===== src/rtl/z80fi_insn_collector_pkg.sv =====
// z80fi_insn_collector_pkg
//   Shared definitions for the z80fi instruction collector:
//   - M-cycle type codes carried in the z80fi packet
//   - packet geometry (M-cycle slots, instruction byte slots)
//   - collector FSM state type and bus-transfer record
package z80fi_insn_collector_pkg;

    localparam int MAX_MCYCLES    = 4;
    localparam int MAX_INSN_BYTES = 4;

    localparam logic [2:0] CYCLE_NONE     = 3'd0;
    localparam logic [2:0] CYCLE_M1       = 3'd1;
    localparam logic [2:0] CYCLE_RDWR_MEM = 3'd2;
    localparam logic [2:0] CYCLE_RDWR_IO  = 3'd3;
    localparam logic [2:0] CYCLE_INTERNAL = 3'd4;
    localparam logic [2:0] CYCLE_INTACK   = 3'd5;

    typedef enum logic {
        ST_IDLE    = 1'b0,
        ST_COLLECT = 1'b1
    } state_t;

    typedef struct packed {
        logic [15:0] addr;
        logic [7:0]  data;
    } bus_xfer_t;

    // Transfer counter that sticks at 2: only two capture slots exist.
    function automatic logic [1:0] sat_inc2(input logic [1:0] cnt);
        return (cnt == 2'd2) ? cnt : cnt + 2'd1;
    endfunction

endpackage


===== src/rtl/z80fi_insn_collector_mcycle_slots.sv =====
// z80fi_insn_collector_mcycle_slots
//   Per-instruction M-cycle slot record: slot index, type/T-cycle arrays and
//   the slot-overflow bit.
//   Ports:
//     clk, reset_n        clock, async active-low reset
//     clear               start a fresh record on the next clock
//     record              an M-cycle belonging to the current record completed
//     mc_type, mc_tcycles type code / T-cycle count of that M-cycle
//     view_type/_tcycles  record contents including this clock's M-cycle
//     view_ovf            slot overflow including this clock's M-cycle
//   The view outputs are combinational so the packet can be built in the same
//   clock that the final M-cycle completes.
module z80fi_insn_collector_mcycle_slots
    import z80fi_insn_collector_pkg::*;
(
    input  logic                         clk,
    input  logic                         reset_n,
    input  logic                         clear,
    input  logic                         record,
    input  logic [2:0]                   mc_type,
    input  logic [2:0]                   mc_tcycles,
    output logic [MAX_MCYCLES-1:0][2:0]  view_type,
    output logic [MAX_MCYCLES-1:0][2:0]  view_tcycles,
    output logic                         view_ovf
);

    logic [2:0]                  idx, idx_nxt;
    logic [MAX_MCYCLES-1:0][2:0] slot_type;
    logic [MAX_MCYCLES-1:0][2:0] slot_tcycles;
    logic                        ovf;

    always_comb begin
        view_type    = slot_type;
        view_tcycles = slot_tcycles;
        view_ovf     = ovf;
        idx_nxt      = idx;
        if (record) begin
            if (idx < 3'(MAX_MCYCLES)) begin
                view_type[idx[1:0]]    = mc_type;
                view_tcycles[idx[1:0]] = mc_tcycles;
                idx_nxt                = idx + 3'd1;
            end else begin
                view_ovf = 1'b1;
            end
        end
    end

    always_ff @(posedge clk or negedge reset_n) begin
        if (!reset_n) begin
            idx          <= '0;
            slot_type    <= {MAX_MCYCLES{CYCLE_NONE}};
            slot_tcycles <= '0;
            ovf          <= 1'b0;
        end else if (clear) begin
            idx          <= '0;
            slot_type    <= {MAX_MCYCLES{CYCLE_NONE}};
            slot_tcycles <= '0;
            ovf          <= 1'b0;
        end else begin
            idx          <= idx_nxt;
            slot_type    <= view_type;
            slot_tcycles <= view_tcycles;
            ovf          <= view_ovf;
        end
    end

endmodule


===== src/rtl/z80fi_insn_collector.sv =====
// z80fi_insn_collector
//   Folds the core's per-M-cycle trace strobes into one z80fi packet per
//   retired instruction and strobes z80fi_valid for one clock.
//   Inputs:  insn_start + ip/sp/f_in snapshot, mc_done + M-cycle description
//            (type, tcycles, addr, data, write, insn_byte), insn_done +
//            ip/sp/f_out snapshot.
//   Outputs: z80fi_valid, instruction bytes/length, register in/out,
//            two read and two write captures, four M-cycle type/T-cycle
//            slots, overflow flag.
//   Build option: define Z80FI_ORDER_EN to add the 64-bit z80fi_order output
//   (number of packets emitted before the one on display).
//
//   state      | meaning
//   -----------+---------------------------------------------------------
//   ST_IDLE    | no instruction in flight; mc_done/insn_done ignored
//   ST_COLLECT | accumulating M-cycles of the current instruction
module z80fi_insn_collector
    import z80fi_insn_collector_pkg::*;
(
    input  logic        clk,
    input  logic        reset_n,
    input  logic        insn_start,
    input  logic [15:0] ip_in,
    input  logic [15:0] sp_in,
    input  logic [7:0]  f_in,
    input  logic        mc_done,
    input  logic [2:0]  mc_type,
    input  logic [2:0]  mc_tcycles,
    input  logic [15:0] mc_addr,
    input  logic [7:0]  mc_data,
    input  logic        mc_write,
    input  logic        mc_insn_byte,
    input  logic        insn_done,
    input  logic [15:0] ip_out,
    input  logic [15:0] sp_out,
    input  logic [7:0]  f_out,
    output logic        z80fi_valid,
    output logic [31:0] z80fi_insn,
    output logic [2:0]  z80fi_insn_len,
    output logic [15:0] z80fi_reg_ip_in,
    output logic [15:0] z80fi_reg_ip_out,
    output logic [15:0] z80fi_reg_sp_in,
    output logic [15:0] z80fi_reg_sp_out,
    output logic [7:0]  z80fi_reg_f_in,
    output logic [7:0]  z80fi_reg_f_out,
    output logic [15:0] z80fi_bus_raddr,
    output logic [15:0] z80fi_bus_raddr2,
    output logic [15:0] z80fi_bus_waddr,
    output logic [15:0] z80fi_bus_waddr2,
    output logic [7:0]  z80fi_bus_rdata,
    output logic [7:0]  z80fi_bus_rdata2,
    output logic [7:0]  z80fi_bus_wdata,
    output logic [7:0]  z80fi_bus_wdata2,
    output logic [2:0]  z80fi_mcycle_type1,
    output logic [2:0]  z80fi_mcycle_type2,
    output logic [2:0]  z80fi_mcycle_type3,
    output logic [2:0]  z80fi_mcycle_type4,
    output logic [2:0]  z80fi_tcycles1,
    output logic [2:0]  z80fi_tcycles2,
    output logic [2:0]  z80fi_tcycles3,
    output logic [2:0]  z80fi_tcycles4,
`ifdef Z80FI_ORDER_EN
    output logic [63:0] z80fi_order,
`endif
    output logic        z80fi_overflow
);

    state_t state, state_nxt;
    logic   emit, clear, record;

    always_ff @(posedge clk or negedge reset_n) begin
        if (!reset_n) state <= ST_IDLE;
        else          state <= state_nxt;
    end

    // An insn_start without insn_done abandons the open record, so an M-cycle
    // completing in that clock belongs to nothing. With insn_done it closes
    // the old packet and is kept.
    always_comb begin
        state_nxt = state;
        emit      = 1'b0;
        clear     = insn_start;
        record    = 1'b0;
        case (state)
            ST_IDLE: begin
                if (insn_start) state_nxt = ST_COLLECT;
            end
            ST_COLLECT: begin
                emit   = insn_done;
                record = mc_done && (insn_done || !insn_start);
                if (insn_start)     state_nxt = ST_COLLECT;
                else if (insn_done) state_nxt = ST_IDLE;
            end
            default: state_nxt = ST_IDLE;
        endcase
    end

    logic [MAX_MCYCLES-1:0][2:0] view_type, view_tcycles;
    logic                        slot_ovf;

    z80fi_insn_collector_mcycle_slots u_slots (
        .clk          (clk),
        .reset_n      (reset_n),
        .clear        (clear),
        .record       (record),
        .mc_type      (mc_type),
        .mc_tcycles   (mc_tcycles),
        .view_type    (view_type),
        .view_tcycles (view_tcycles),
        .view_ovf     (slot_ovf)
    );

    logic [31:0] insn_r, insn_v;
    logic [2:0]  len_r, len_v;
    logic [1:0]  rcnt_r, rcnt_v, wcnt_r, wcnt_v;
    bus_xfer_t   rd0_r, rd0_v, rd1_r, rd1_v, wr0_r, wr0_v, wr1_r, wr1_v;
    logic        ovf_r, ovf_v;
    logic [15:0] ip_in_r, sp_in_r;
    logic [7:0]  f_in_r;
    bus_xfer_t   xfer;

    assign xfer = {mc_addr, mc_data};

    always_comb begin
        insn_v = insn_r;
        len_v  = len_r;
        rcnt_v = rcnt_r;
        wcnt_v = wcnt_r;
        rd0_v  = rd0_r;
        rd1_v  = rd1_r;
        wr0_v  = wr0_r;
        wr1_v  = wr1_r;
        ovf_v  = ovf_r;
        if (record) begin
            if (mc_insn_byte) begin
                if (len_r < 3'(MAX_INSN_BYTES)) begin
                    insn_v[{len_r[1:0], 3'b000} +: 8] = mc_data;
                    len_v = len_r + 3'd1;
                end else begin
                    ovf_v = 1'b1;
                end
            end else if (mc_type == CYCLE_RDWR_MEM) begin
                if (mc_write) begin
                    case (wcnt_r)
                        2'd0:    wr0_v = xfer;
                        2'd1:    wr1_v = xfer;
                        default: ovf_v = 1'b1;
                    endcase
                    wcnt_v = sat_inc2(wcnt_r);
                end else begin
                    case (rcnt_r)
                        2'd0:    rd0_v = xfer;
                        2'd1:    rd1_v = xfer;
                        default: ovf_v = 1'b1;
                    endcase
                    rcnt_v = sat_inc2(rcnt_r);
                end
            end
        end
    end

    always_ff @(posedge clk or negedge reset_n) begin
        if (!reset_n) begin
            insn_r  <= '0;
            len_r   <= '0;
            rcnt_r  <= '0;
            wcnt_r  <= '0;
            rd0_r   <= '0;
            rd1_r   <= '0;
            wr0_r   <= '0;
            wr1_r   <= '0;
            ovf_r   <= 1'b0;
            ip_in_r <= '0;
            sp_in_r <= '0;
            f_in_r  <= '0;
        end else if (clear) begin
            insn_r  <= '0;
            len_r   <= '0;
            rcnt_r  <= '0;
            wcnt_r  <= '0;
            rd0_r   <= '0;
            rd1_r   <= '0;
            wr0_r   <= '0;
            wr1_r   <= '0;
            ovf_r   <= 1'b0;
            ip_in_r <= ip_in;
            sp_in_r <= sp_in;
            f_in_r  <= f_in;
        end else begin
            insn_r  <= insn_v;
            len_r   <= len_v;
            rcnt_r  <= rcnt_v;
            wcnt_r  <= wcnt_v;
            rd0_r   <= rd0_v;
            rd1_r   <= rd1_v;
            wr0_r   <= wr0_v;
            wr1_r   <= wr1_v;
            ovf_r   <= ovf_v;
        end
    end

    // Packet registers load from the *_v views so an M-cycle finishing in the
    // insn_done clock is part of the packet.
    always_ff @(posedge clk or negedge reset_n) begin
        if (!reset_n) begin
            z80fi_valid        <= 1'b0;
            z80fi_insn         <= '0;
            z80fi_insn_len     <= '0;
            z80fi_reg_ip_in    <= '0;
            z80fi_reg_ip_out   <= '0;
            z80fi_reg_sp_in    <= '0;
            z80fi_reg_sp_out   <= '0;
            z80fi_reg_f_in     <= '0;
            z80fi_reg_f_out    <= '0;
            z80fi_bus_raddr    <= '0;
            z80fi_bus_rdata    <= '0;
            z80fi_bus_raddr2   <= '0;
            z80fi_bus_rdata2   <= '0;
            z80fi_bus_waddr    <= '0;
            z80fi_bus_wdata    <= '0;
            z80fi_bus_waddr2   <= '0;
            z80fi_bus_wdata2   <= '0;
            z80fi_mcycle_type1 <= CYCLE_NONE;
            z80fi_mcycle_type2 <= CYCLE_NONE;
            z80fi_mcycle_type3 <= CYCLE_NONE;
            z80fi_mcycle_type4 <= CYCLE_NONE;
            z80fi_tcycles1     <= '0;
            z80fi_tcycles2     <= '0;
            z80fi_tcycles3     <= '0;
            z80fi_tcycles4     <= '0;
            z80fi_overflow     <= 1'b0;
        end else begin
            z80fi_valid <= emit;
            if (emit) begin
                z80fi_insn         <= insn_v;
                z80fi_insn_len     <= len_v;
                z80fi_reg_ip_in    <= ip_in_r;
                z80fi_reg_ip_out   <= ip_out;
                z80fi_reg_sp_in    <= sp_in_r;
                z80fi_reg_sp_out   <= sp_out;
                z80fi_reg_f_in     <= f_in_r;
                z80fi_reg_f_out    <= f_out;
                z80fi_bus_raddr    <= rd0_v.addr;
                z80fi_bus_rdata    <= rd0_v.data;
                z80fi_bus_raddr2   <= rd1_v.addr;
                z80fi_bus_rdata2   <= rd1_v.data;
                z80fi_bus_waddr    <= wr0_v.addr;
                z80fi_bus_wdata    <= wr0_v.data;
                z80fi_bus_waddr2   <= wr1_v.addr;
                z80fi_bus_wdata2   <= wr1_v.data;
                z80fi_mcycle_type1 <= view_type[0];
                z80fi_mcycle_type2 <= view_type[1];
                z80fi_mcycle_type3 <= view_type[2];
                z80fi_mcycle_type4 <= view_type[3];
                z80fi_tcycles1     <= view_tcycles[0];
                z80fi_tcycles2     <= view_tcycles[1];
                z80fi_tcycles3     <= view_tcycles[2];
                z80fi_tcycles4     <= view_tcycles[3];
                z80fi_overflow     <= slot_ovf | ovf_v;
            end
        end
    end

`ifdef Z80FI_ORDER_EN
    logic [63:0] order_cnt;

    always_ff @(posedge clk or negedge reset_n) begin
        if (!reset_n) begin
            order_cnt   <= '0;
            z80fi_order <= '0;
        end else if (emit) begin
            z80fi_order <= order_cnt;
            order_cnt   <= order_cnt + 64'd1;
        end
    end
`endif

endmodule


===== config.mk =====
export PLATFORM = sky130hd
export DESIGN_NAME = z80fi_insn_collector
export DESIGN_NICKNAME = d
export VERILOG_FILES = /design/src/rtl/z80fi_insn_collector_pkg.sv /design/src/rtl/z80fi_insn_collector_mcycle_slots.sv /design/src/rtl/z80fi_insn_collector.sv
export SDC_FILE = /design/constraint.sdc
export NUM_CORES = 1
export LEC_CHECK = 0
export CAP_MARGIN = 20
export CELL_PAD_IN_SITES_DETAIL_PLACEMENT = 0
export CELL_PAD_IN_SITES_GLOBAL_PLACEMENT = 1
export CORE_ASPECT_RATIO = 1.1
export CORE_MARGIN = 1
export CORE_UTILIZATION = 37
export CTS_BUF_LIST = sky130_fd_sc_hd__clkbuf_4 sky130_fd_sc_hd__clkbuf_8
export DETAILED_ROUTE_END_ITERATION = 16
export PLACE_DENSITY = 0.82
export RECOVER_POWER = 100
export SLEW_MARGIN = 20
export SYNTH_ARGS = -nofsm -noshare
export SYNTH_HDL_FRONTEND = slang
export SYNTH_SLANG_ARGS = --single-unit

===== constraint.sdc =====
create_clock -name clk -period 2 [get_ports clk]
set_clock_uncertainty 0.1 [all_clocks]
set_input_delay 0.5 -clock clk [delete_from_list [all_inputs] [get_ports clk]]
set_output_delay 0.5 -clock clk [all_outputs]
set_load 0.005 [all_outputs]

==> summary.txt <==
Longest Clk Path Bufs -> 3
Die X-Extent -> 208 um
# DRC -> 0
H-tree depth -> 3
area grow syn2layout -> 39.8%
crit-path max FO -> 12
Max-slew headroom -> 37.9%
Fmax achieved -> 489 MHz
Final GP Congestion -> 0.812
worst endpoint required time -> 2.40 ns
worst hold slack -> 0.283 ns
Mapped Area -> 17200 um2
Crit Path Class -> input pin to flip-flop
failing checks -> negative setup slack
clock sinks -> 442
clk root buf -> clkbuf_8
CTS buffer count -> 74
post-synthesis sequential area ratio -> 64.2%
GRT overflow -> 0
power density cells -> 860 nW/um2
DP HPWL -> 31200 um
Die ar. -> 47400 um2
# IOs -> 354
Slew @ Worst Pin -> 0.932 ns
area of the multi-input gates -> 6360 um2
critical path arrival -> 2.45 ns
first-pass GRT wire length -> 73500 um
yosys warns -> 0
Yosys cell types -> 39
Port-buffer cells -> 353
clock edge transition at the registers on the reported setup and hold paths -> 0.06 ns
DR vias -> 12700
wire length per cell -> 18.0 um
Final ANT Viol Nets -> 0
Final Hold Vio Count -> 0
number of DRC markers in iteration 0 -> 617
status -> complete, but fails checks
class of the worst hold path -> input pin to flip-flop
chip height -> 228 um
max cap viols -> 0
share of layout cells above drive strength 1 -> 17.8%
gr usage total -> 19.8%
Max IR drop VDD -> 0.526 mV
Register Area -> 11100 um2
drt via density -> 4.79
P_leak -> 12.0 nW
RSZ-0062 raised after global routing -> true
# fillers -> 4070
Synth Instances -> 1548
fin. max-slew vios -> 0
clk_lat worst skew -> 0.64 ns
Initial Util -> 37.7%
final cell utilization of the core -> 52.6%
Syn Nets -> 1681
CP Launch Type -> input pin
Crit. End Element -> flip-flop
endpoints failing setup -> 23
Final Cycle Share -> 102%
Synth Register Bits -> 442
final wirelength -> 47500 um
initial antenna violation count -> 2
1st-pass router iterations -> 5
CTS tree -> done
Final #Nets -> 2137
Final Total Pwr -> 20.7 mW
pin count of the biggest net entering global routing -> 97
core area -> 45800 um2
syn avg cell area -> 11.1 um2
vias in the first global route -> 13200
min Tclk post-route -> 2.05 ns
row cnt -> 82
Setup WS post-layout -> -0.0466 ns
## per-layer routing
metal  wire length, um  track usage (%)  vias to the layer above
met1             19800             24.3                     6280
met2             23700             33.3                      314
met4              1100             7.45                        0
met3              2910             5.56                       68
met5                 0                0                        -
li1                  -                -                     5989
## final cells by class
| cell class | count | area share [%] |
|---|---|---|
| multi-input cells | 1007 | 26.4 |
| well taps | 588 | 3.05 |
| clock buffers | 115 | 5.97 |
| clock inverters | 10 | 0.275 |
| repair buffers | 469 | 18.2 |
| flip-flops and latches | 442 | 45.9 |
| diodes | 1 | 0.0104 |
| inverters | 10 | 0.187 |
## worst max-delay path: stages
cell	delay [ns]
dlygate4sd2_1	0.24
or4b_4	0.54
buf_4	0.17
nor4_4	0.23
buf_4	0.19
buf_12	0.20
mux2i_2	0.26
a21oi_1	0.10
## cell families (layout without fill, tap and decap cells)
group | Yosys count | count (layout) | share of synthesized area, %
simple gates | 629 | 629 | 15.3
flops | 442 | 442 | 64.2
mux | 196 | 196 | 11.7
compound gates | 162 | 162 | 4.82
buf+inv | 99 | 604 | 2.69
fa+ha+maj | 16 | 16 | 1.16
xor+xnor | 4 | 4 | 0.203
other cells | 0 | 1 | 0
## metrics by stage
stage	worst slack [ns]	instances	setup TNS [ns]	area, um2
2_1_floorplan	-0.247	1548	-26.55	17300
3_3_place_gp	-0.714	2488	-168.33	22100
3_5_place_dp	-0.790	2488	-172.18	22100
4_1_cts	-0.0128	2630	-0.0291	23500
5_1_grt	-0.0876	2642	-4.04	24100
6_report	-0.0466	2642	-0.374	24100
## synthesized netlist by cell type (all sizes together)
library cell  count  share of area, %
a311o             1             0.058
and2             33               1.2
o22a              1             0.051
nor3b             3              0.13
or4               2              0.13
mux2i           156               9.1
and4              2              0.10
nand2           304               6.6
o2111a            1             0.065
nand4             4              0.15
inv               9              0.20
buf              16              0.88
nor3              1             0.029
clkinv            1             0.022
nor4b             5              0.60
clkbuf           73               1.6
dfrtp           442                64
o21ai            59               1.7
xnor2             4              0.20
mux2             40               2.6
ha               16               1.2
nor2b             4              0.15
or4b              1             0.080
nor2            262               5.7
nand2b            3              0.11
nor4              2              0.16
and3b             1             0.051
or3               1             0.036
a21oi            97               2.8
and3              1             0.036
a21o              1             0.044
a31oi             2             0.073
## where the power goes
group          internal, mW  switching (mW)  total, mW
registers              9.58           0.351       9.93
logic                  1.27            1.38       2.64
clock network          4.56            3.59       8.15
total                  15.4            5.32       20.7
## timing repair
item	in CTS	in global routing
gates cloned	0	7
pin swaps	0	6
endpoints found under the setup margin	311	118
hold endpoints to repair	30	0
setup buffers	16	4
gates resized for setup	268	114
hold buffers	1	0
## cell usage in the layout (no fill, tap or decap), types with 64 or more instances in the layout
cell type        netlist  final
dlygate4sd2_1          0    225
clkbuf_8               0     92
clkdlybuf4s50_1        0    110
mux2i_1              156    109
nand2_1              304    302
a21oi_1               97     73
buf_4                  2     64
nor2_1               262    259
dfrtp_1              442    442
## registers in the layout, summed over array words and instances (netlist names), 12 cells and up
name,cells
z80fi_reg_sp_in,16
insn_r,32
z80fi_reg_ip_in,16
u_slots.slot_type,12
u_slots.slot_tcycles,12
z80fi_bus_waddr,16
wr0_r,24
z80fi_bus_raddr,16
z80fi_reg_ip_out,16
rd0_r,24
wr1_r,24
ip_in_r,16
z80fi_bus_raddr2,16
z80fi_reg_sp_out,16
rd1_r,24
sp_in_r,16
z80fi_insn,32
z80fi_bus_waddr2,16
## path summary, 6_finish.rpt
path                       depth (start not counted)    startpoint  slack, ns                  end
setup / recovery                                   8  mc_insn_byte      -0.05  z80fi_bus_raddr[11]
hold / removal                                     3      f_out[2]       0.28   z80fi_reg_f_out[2]
setup reg to reg                                   7     wcnt_r[1]      -0.01  z80fi_bus_wdata2[4]
hold reg to reg                                    2    sp_in_r[3]       0.36   z80fi_reg_sp_in[3]
max in group asynchronous                          3       reset_n       0.23    z80fi_reg_f_in[6]
min in group asynchronous                          2       reset_n       0.39             wr1_r[2]
(Power assumes the default switching activity.)
